<file path="src/rtl/psram_burst_reader_pkg.sv">
// PSRAM_Utilities: shared PSRAM timing helpers and the burst reader state type.
package PSRAM_Utilities;
  typedef enum logic [2:0] {IDLE, CHECK, ISSUE, COLLECT, FINISH} reader_state_t;
  function automatic int burst_beats(input int burst);
    return burst / 4;
  endfunction
  // Command-to-command delay: one beat per 4 words plus fixed controller overhead.
  function automatic int burst_delay(input int burst);
    return 11 + burst / 4;
  endfunction
endpackage

</file>
<file path="src/rtl/psram_rd_fifo.sv">
// psram_rd_fifo: synchronous first-word-fall-through FIFO; push and pop may coincide even when full.
module psram_rd_fifo #(
  parameter int WIDTH = 64,
  parameter int DEPTH = 64,
  localparam int AW = $clog2(DEPTH),
  localparam int CW = $clog2(DEPTH + 1)
) (
  input  logic             clk,
  input  logic             reset,
  input  logic             push,
  input  logic [WIDTH-1:0] push_data,
  input  logic             pop,
  output logic [WIDTH-1:0] pop_data,
  output logic             full,
  output logic             empty,
  output logic [CW-1:0]    free_cnt
);
  logic [WIDTH-1:0] r_mem [DEPTH];
  logic [AW-1:0] r_wr, r_rd;
  logic [CW-1:0] r_cnt;
  logic w_pop, w_push;
  assign empty    = r_cnt == '0;
  assign full     = r_cnt == CW'(DEPTH);
  assign free_cnt = CW'(DEPTH) - r_cnt;
  assign pop_data = r_mem[r_rd];
  assign w_pop    = pop & ~empty;
  assign w_push   = push & (~full | w_pop);
  always_ff @(posedge clk) begin
    if (reset) begin
      r_wr  <= '0;
      r_rd  <= '0;
      r_cnt <= '0;
    end else begin
      if (w_push) begin
        r_mem[r_wr] <= push_data;
        r_wr        <= (r_wr == AW'(DEPTH - 1)) ? '0 : r_wr + 1'b1;
      end
      if (w_pop) r_rd <= (r_rd == AW'(DEPTH - 1)) ? '0 : r_rd + 1'b1;
      r_cnt <= r_cnt + CW'(w_push) - CW'(w_pop);
    end
  end
endmodule

</file>
<file path="src/rtl/psram_burst_reader.sv">
// psram_burst_reader: issues spaced PSRAM read bursts and streams the returned beats via a FWFT FIFO.
// Optional PSRAM_READER_TIMEOUT_EN adds a collect watchdog and a sticky timeout output.
module psram_burst_reader
  import PSRAM_Utilities::*;
#(
  parameter int BURST      = 16,
  parameter int ADDR_W     = 21,
  parameter int FIFO_DEPTH = 64,
  parameter int CNT_W      = 16
) (
  input  logic              clk,
  input  logic              reset,
  input  logic              calib_done,
  input  logic              req_valid,
  output logic              req_ready,
  input  logic [ADDR_W-1:0] req_addr,
  input  logic [CNT_W-1:0]  req_bursts,
  output logic              cmd,
  output logic              cmd_en,
  output logic [ADDR_W-1:0] addr,
  input  logic [63:0]       rd_data,
  input  logic              rd_data_valid,
  output logic [63:0]       out_data,
  output logic              out_valid,
  input  logic              out_ready,
  output logic              busy,
`ifdef PSRAM_READER_TIMEOUT_EN
  output logic              timeout,
`endif
  output logic              done
);
  localparam int BEATS = burst_beats(BURST);
  localparam int GAP   = burst_delay(BURST);
  localparam int BW    = $clog2(BEATS + 1);
  localparam int GW    = $clog2(GAP + 1);
  localparam int FW    = $clog2(FIFO_DEPTH + 1);
  if (BURST != 16 && BURST != 32 && BURST != 64 && BURST != 128) begin : g_bad_burst
    $error("psram_burst_reader: BURST must be 16, 32, 64 or 128");
  end
  if (FIFO_DEPTH < 2 * BEATS) begin : g_bad_depth
    $error("psram_burst_reader: FIFO_DEPTH must be at least 2*BURST/4");
  end
  reader_state_t r_state, w_next;
  logic [ADDR_W-1:0] r_addr;
  logic [CNT_W-1:0]  r_rem;
  logic [GW-1:0]     r_gap;
  logic [BW-1:0]     r_beats;
  logic [FW-1:0]     w_free;
  logic w_push, w_burst_end, w_abort, w_full, w_empty;
  assign req_ready   = (r_state == IDLE) & calib_done;
  assign cmd         = 1'b0;
  assign cmd_en      = r_state == ISSUE;
  assign addr        = r_addr;
  assign busy        = r_state != IDLE;
  assign done        = r_state == FINISH;
  assign out_valid   = ~w_empty;
  assign w_push      = (r_state == COLLECT) & rd_data_valid & (r_beats < BW'(BEATS));
  assign w_burst_end = (r_state == COLLECT) & (r_beats == BW'(BEATS)) & (r_gap == '0);
`ifdef PSRAM_READER_TIMEOUT_EN
  logic [9:0] r_wd;
  logic       r_timeout;
  assign timeout = r_timeout;
  assign w_abort = (r_state == COLLECT) & (&r_wd) & (r_beats < BW'(BEATS));
  always_ff @(posedge clk) begin
    if (reset) begin
      r_wd      <= '0;
      r_timeout <= 1'b0;
    end else begin
      r_wd      <= (r_state == ISSUE) ? '0 : (r_state == COLLECT) ? r_wd + 1'b1 : r_wd;
      r_timeout <= r_timeout | w_abort;
    end
  end
`else
  assign w_abort = 1'b0;
`endif
  always_comb begin
    w_next = r_state;
    case (r_state)
      IDLE:    w_next = (req_valid & req_ready) ? CHECK : IDLE;
      CHECK:   w_next = (r_rem == '0) ? FINISH :
                        (w_free >= FW'(BEATS) && calib_done) ? ISSUE : CHECK;
      ISSUE:   w_next = COLLECT;
      COLLECT: w_next = w_abort ? FINISH :
                        w_burst_end ? ((r_rem == CNT_W'(1)) ? FINISH : CHECK) : COLLECT;
      FINISH:  w_next = IDLE;
      default: w_next = IDLE;
    endcase
  end
  always_ff @(posedge clk) begin
    if (reset) begin
      r_state <= IDLE;
      r_addr  <= '0;
      r_rem   <= '0;
      r_gap   <= '0;
      r_beats <= '0;
    end else begin
      r_state <= w_next;
      if (r_state == IDLE && req_valid && req_ready) begin
        r_addr <= req_addr;
        r_rem  <= req_bursts;
      end
      if (r_state == ISSUE) begin
        r_gap   <= GW'(GAP);
        r_beats <= '0;
      end
      if (r_state == COLLECT && r_gap != '0) r_gap <= r_gap - 1'b1;
      if (w_push) r_beats <= r_beats + 1'b1;
      if (w_burst_end) begin
        r_addr <= r_addr + ADDR_W'(BURST);
        r_rem  <= r_rem - 1'b1;
      end
    end
  end
  psram_rd_fifo #(.WIDTH(64), .DEPTH(FIFO_DEPTH)) u_fifo (
    .clk      (clk),
    .reset    (reset),
    .push     (w_push),
    .push_data(rd_data),
    .pop      (out_ready),
    .pop_data (out_data),
    .full     (w_full),
    .empty    (w_empty),
    .free_cnt (w_free)
  );
  logic w_unused;
  assign w_unused = w_full;
endmodule

</file>
<file path="config.mk">
export PLATFORM = sky130hd
export DESIGN_NAME = psram_burst_reader
export DESIGN_NICKNAME = d
export VERILOG_FILES = /design/src/rtl/psram_burst_reader_pkg.sv /design/src/rtl/psram_rd_fifo.sv /design/src/rtl/psram_burst_reader.sv
export SDC_FILE = /design/constraint.sdc
export NUM_CORES = 2
export LEC_CHECK = 0
export BUFFER_PORTS_ARGS = -buffer_cell sky130_fd_sc_hd__buf_2
export CORE_MARGIN = 2
export CORE_UTILIZATION = 42
export DETAILED_ROUTE_END_ITERATION = 8
export PLACE_DENSITY_LB_ADDON = 0.2
export SYNTH_ARGS = -nofsm -noshare
export SYNTH_HDL_FRONTEND = slang
export SYNTH_SLANG_ARGS = --single-unit
</file>
<file path="constraint.sdc">
create_clock -name clk -period 24.4 [get_ports clk]
set_clock_uncertainty 0.05 [all_clocks]
set_input_delay 6.1 -clock clk [delete_from_list [all_inputs] [get_ports clk]]
set_output_delay 6.1 -clock clk [all_outputs]
set_load 0.05 [all_outputs]
</file>
==> results.py <==
metrics = {
    "cells_and_area": {
        "final_cells": 12747,
        "fin_util_pct": 47.8,
        "stdcell_area_um2": 179000,
        "layout_commonest_cell": "edfxtp_1",
        "layout.nets": 7515,
        "drive_gt1_share_pct": 27.9,
        "final_cell_mix": "edfxtp_1 (4096), mux4_2 (1024), clkbuf_16 (429)",
        "nFillCells": 30296,
        "syn2layout_area_growth_pct": 13.4,
    },
    "logic_synthesis": {
        "synth_fp_nets": 7060,
        "seq_area_frac_synth_pct": 78.9,
        "ys_types": 66,
        "synth.top_cells.by_area": "edfxtp_1 (78%), mux4_2 (15%), o22ai_1 (1.1%)",
        "synth_area_um2": 158000,
        "yosysTopAreaCell": "edfxtp_1",
        "synth_edf_count": 4096,
        "syn_inst": 6933,
        "async_reset_ff_share_pct": 0,
        "synth_warnings": 0,
        "synth-seq-cells": 4168,
        "synthFlopType": "edfxtp_1",
        "synth_top_area_share_pct": 77.9,
        "syn_area_per_cell_um2": 22.8,
    },
    "timing": {
        "hold_viol_final": 0,
        "timing.fmax_mhz": 77.2,
        "timing.final.crit_share_pct": 53.1,
        "grt_setup_unrepaired": "false",
        "period_minus_slack_ns": 12.95,
        "slew_violations": 0,
        "max-slew-margin-rel_pct": 9.10,
        "tns_ns": 0,
        "setup-violations-final": 0,
        "worst_pin_slew_ns": 1.35,
    },
    "global_routing": {
        "grt_max_degree": 127,
        "antenna_found_initial": 28,
        "grt_pass1_wl_mm": 628,
        "track_usage_pct": 23.7,
        "first_global_vias": 78729,
        "grt_overflow_total": 0,
    },
    "clock_network": {
        "clockRootBuffer": "clkbuf_16",
        "clk_pin_slew_ns": 0.06,
        "holdBufCountCts": 0,
        "post_cts_resized": 0,
        "clock_latency_ns": 0.97,
        "cts_setup_buffers": 0,
        "cts_inserted_buffers": 421,
        "ctsLongestPathBuffers": 4,
        "cts-htree-levels": 5,
        "cts_tree": "done",
        "cts_num_sinks": 4168,
    },
    "placed_design": {
        "dpl.hpwl_mm": 241,
        "place.gp.congestion": 0.777,
        "placed_cells": 11959,
        "placed_area_um2": 166000,
        "numPortBuffers": 196,
    },
    "detailed_routing": {
        "drcViolationCount": 0,
        "drt_wl_total_mm": 458,
        "viasPerCell": 6.21,
        "via_count": 79104,
        "ant_nets": 0,
        "dr.pass1.iters": 6,
        "drt_iter0_markers": 10739,
        "post_drt_wl_per_cell_um": 35.9,
    },
    "power_and_ir_drop": {
        "leakagePower_nw": 53.8,
        "peakVddDrop_uv": 70.2,
        "power_density_nw_per_um2": 91.1,
    },
    "floorplan": {
        "core_area_um2": 375000,
        "die_y_um": 617,
        "rows": 225,
        "die_w_um": 617,
        "initial_utilization_pct": 42.1,
        "design.die.area_um2": 381000,
        "io_pins": 198,
    },
    "worst_setup_path": {
        "path_cells": "buf_12 > buf_4 > nor2b_1 > buf_4 > nand2_4 > buf_4 > buf_4 > o22ai_1 > nor4_1 > buf_4 > o22a_1 > buf_2",
        "r2r_cells": 10,
        "cp_data_arrival_time_ns": 6.80,
        "max_stage_delay_ns": 1.15,
        "r2r-start": "u_fifo.r_cnt[3]",
        "r2r_slack_ns": 18.26,
        "critPathKind": "register to output port",
        "worstPathRequired_ns": 18.25,
        "crit_path_end_kind": "output port",
        "worstReg2RegEnd": "u_fifo.r_mem[43][53]",
        "worstPathMaxFanout": 105,
        "path_common_cell": "buf_4",
        "slowest_stage": "nor4_1",
        "start_kind": "register",
    },
    "run": {
        "cap_violations": 0,
    },
    "min_path": {
        "min_path_cells": 2,
        "hp-start": "addr[3]",
        "min-delay-path-class": "register to register",
        "min_to": "addr[3]",
    },
    "outcome": {
        "status": "finished, final reports clean",
    },
}
-- logic make-up after synthesis --
family	Yosys count	share of synthesized area [%]
adders and majority gates	20	0.163
AOI/OAI and AO/OA	667	2.79
and+or+nand+nor	502	1.58
buffers and inverters	422	1.17
other	1	0.00238
muxes	1135	15.3
DFF	4168	78.9
xor gates and xnor gates	18	0.0999
-- area by class of cell --
| type | count | area [um^2] | area share [%] |
|---|---|---|---|
| well taps | 4994 | 6250 | 3.49 |
| diodes | 19 | 47.5 | 0.0266 |
| flip-flops and latches | 4168 | 124000 | 69.5 |
| inverters | 29 | 109 | 0.0608 |
| clock buffers | 526 | 11200 | 6.23 |
| multi-input cells | 2343 | 32100 | 17.9 |
| clock inverters | 243 | 2100 | 1.17 |
| repair buffers | 425 | 2810 | 1.57 |
-- state kept, by name (all words and copies together) (netlist names), named ones only --
name,count
r_gap,4
r_rem,16
r_beats,3
u_fifo.r_wr,6
u_fifo.r_cnt,7
r_state,3
u_fifo.r_mem,4096
u_fifo.r_rd,6
addr,21
-- synthesized netlist by cell type (8+ instances only) --
cell type	n
a32oi_1	8
a211oi_1	9
nor3_1	78
or3_1	12
a21oi_1	100
a22oi_1	11
mux2i_1	87
a22o_1	11
nand3b_1	11
a2bb2oi_1	8
o21ai_0	66
edfxtp_1	4096
o221ai_1	59
and3_1	10
o211ai_1	16
xnor2_1	9
nor4_1	56
nor2b_1	10
buf_4	16
buf_2	154
a31oi_1	23
mux4_2	1024
inv_1	29
xor2_1	9
dfxtp_1	72
o22a_1	49
nand3_1	25
nand4_1	14
mux2_2	23
nand2_1	90
nor2_1	150
nand2b_1	15
buf_1	33
clkbuf_1	187
o22ai_1	282
ha_1	19
-- stage by stage --
step,worst slack (ns),total power [W],hold WS (ns)
finish,11.45,0.0163,0.424
global route,11.13,0.0168,0.445
CTS,11.39,0.0164,0.429
detailed placement,11.64,0.0102,0.418
global placement,11.64,0.0102,0.396
floorplan,11.74,0.00966,0.399
-- critical path, delay by kind of cell (launching register included) --
| family | cells | cell delay, ns |
|---|---|---|
| and+or+nand+nor | 3 | 1.48 |
| AOI/OAI and AO/OA | 2 | 0.56 |
| DFF | 1 | 0.53 |
| buffers and inverters | 7 | 2.87 |
-- worst max-delay path by stage --
stage	start	to	slack, ns	cells after the start
CTS	register	out_data[50]	11.39	9
floorplan	calib_done	req_ready	11.74	1
finish	register	out_data[28]	11.45	12
global placement	calib_done	req_ready	11.64	3
global route	register	out_data[50]	11.13	9
detailed placement	calib_done	req_ready	11.64	3
-- power breakdown --
| group | switching [W] | leakage, nW | internal, W |
|---|---|---|---|
| clock | 0.00272 | 6.46 | 0.00355 |
| combinational | 0.00116 | 10.0 | 0.000975 |
| sequential | 0.0000347 | 37.4 | 0.00787 |
| total | 0.00392 | 53.8 | 0.0124 |
-- routing by layer --
layer / part of all wire (%) / track usage, % / vias up / wire length (um)
li1: - / - / 30750 / -
met1: 40 / 33.3 / 43855 / 185000
met2: 49 / 38.6 / 3808 / 223000
met3: 8.2 / 3.83 / 685 / 37500
met4: 2.7 / 6.36 / 6 / 12200
met5: 0.0083 / 0 / - / 38
Note: power is estimated with default switching activity, not from simulation.
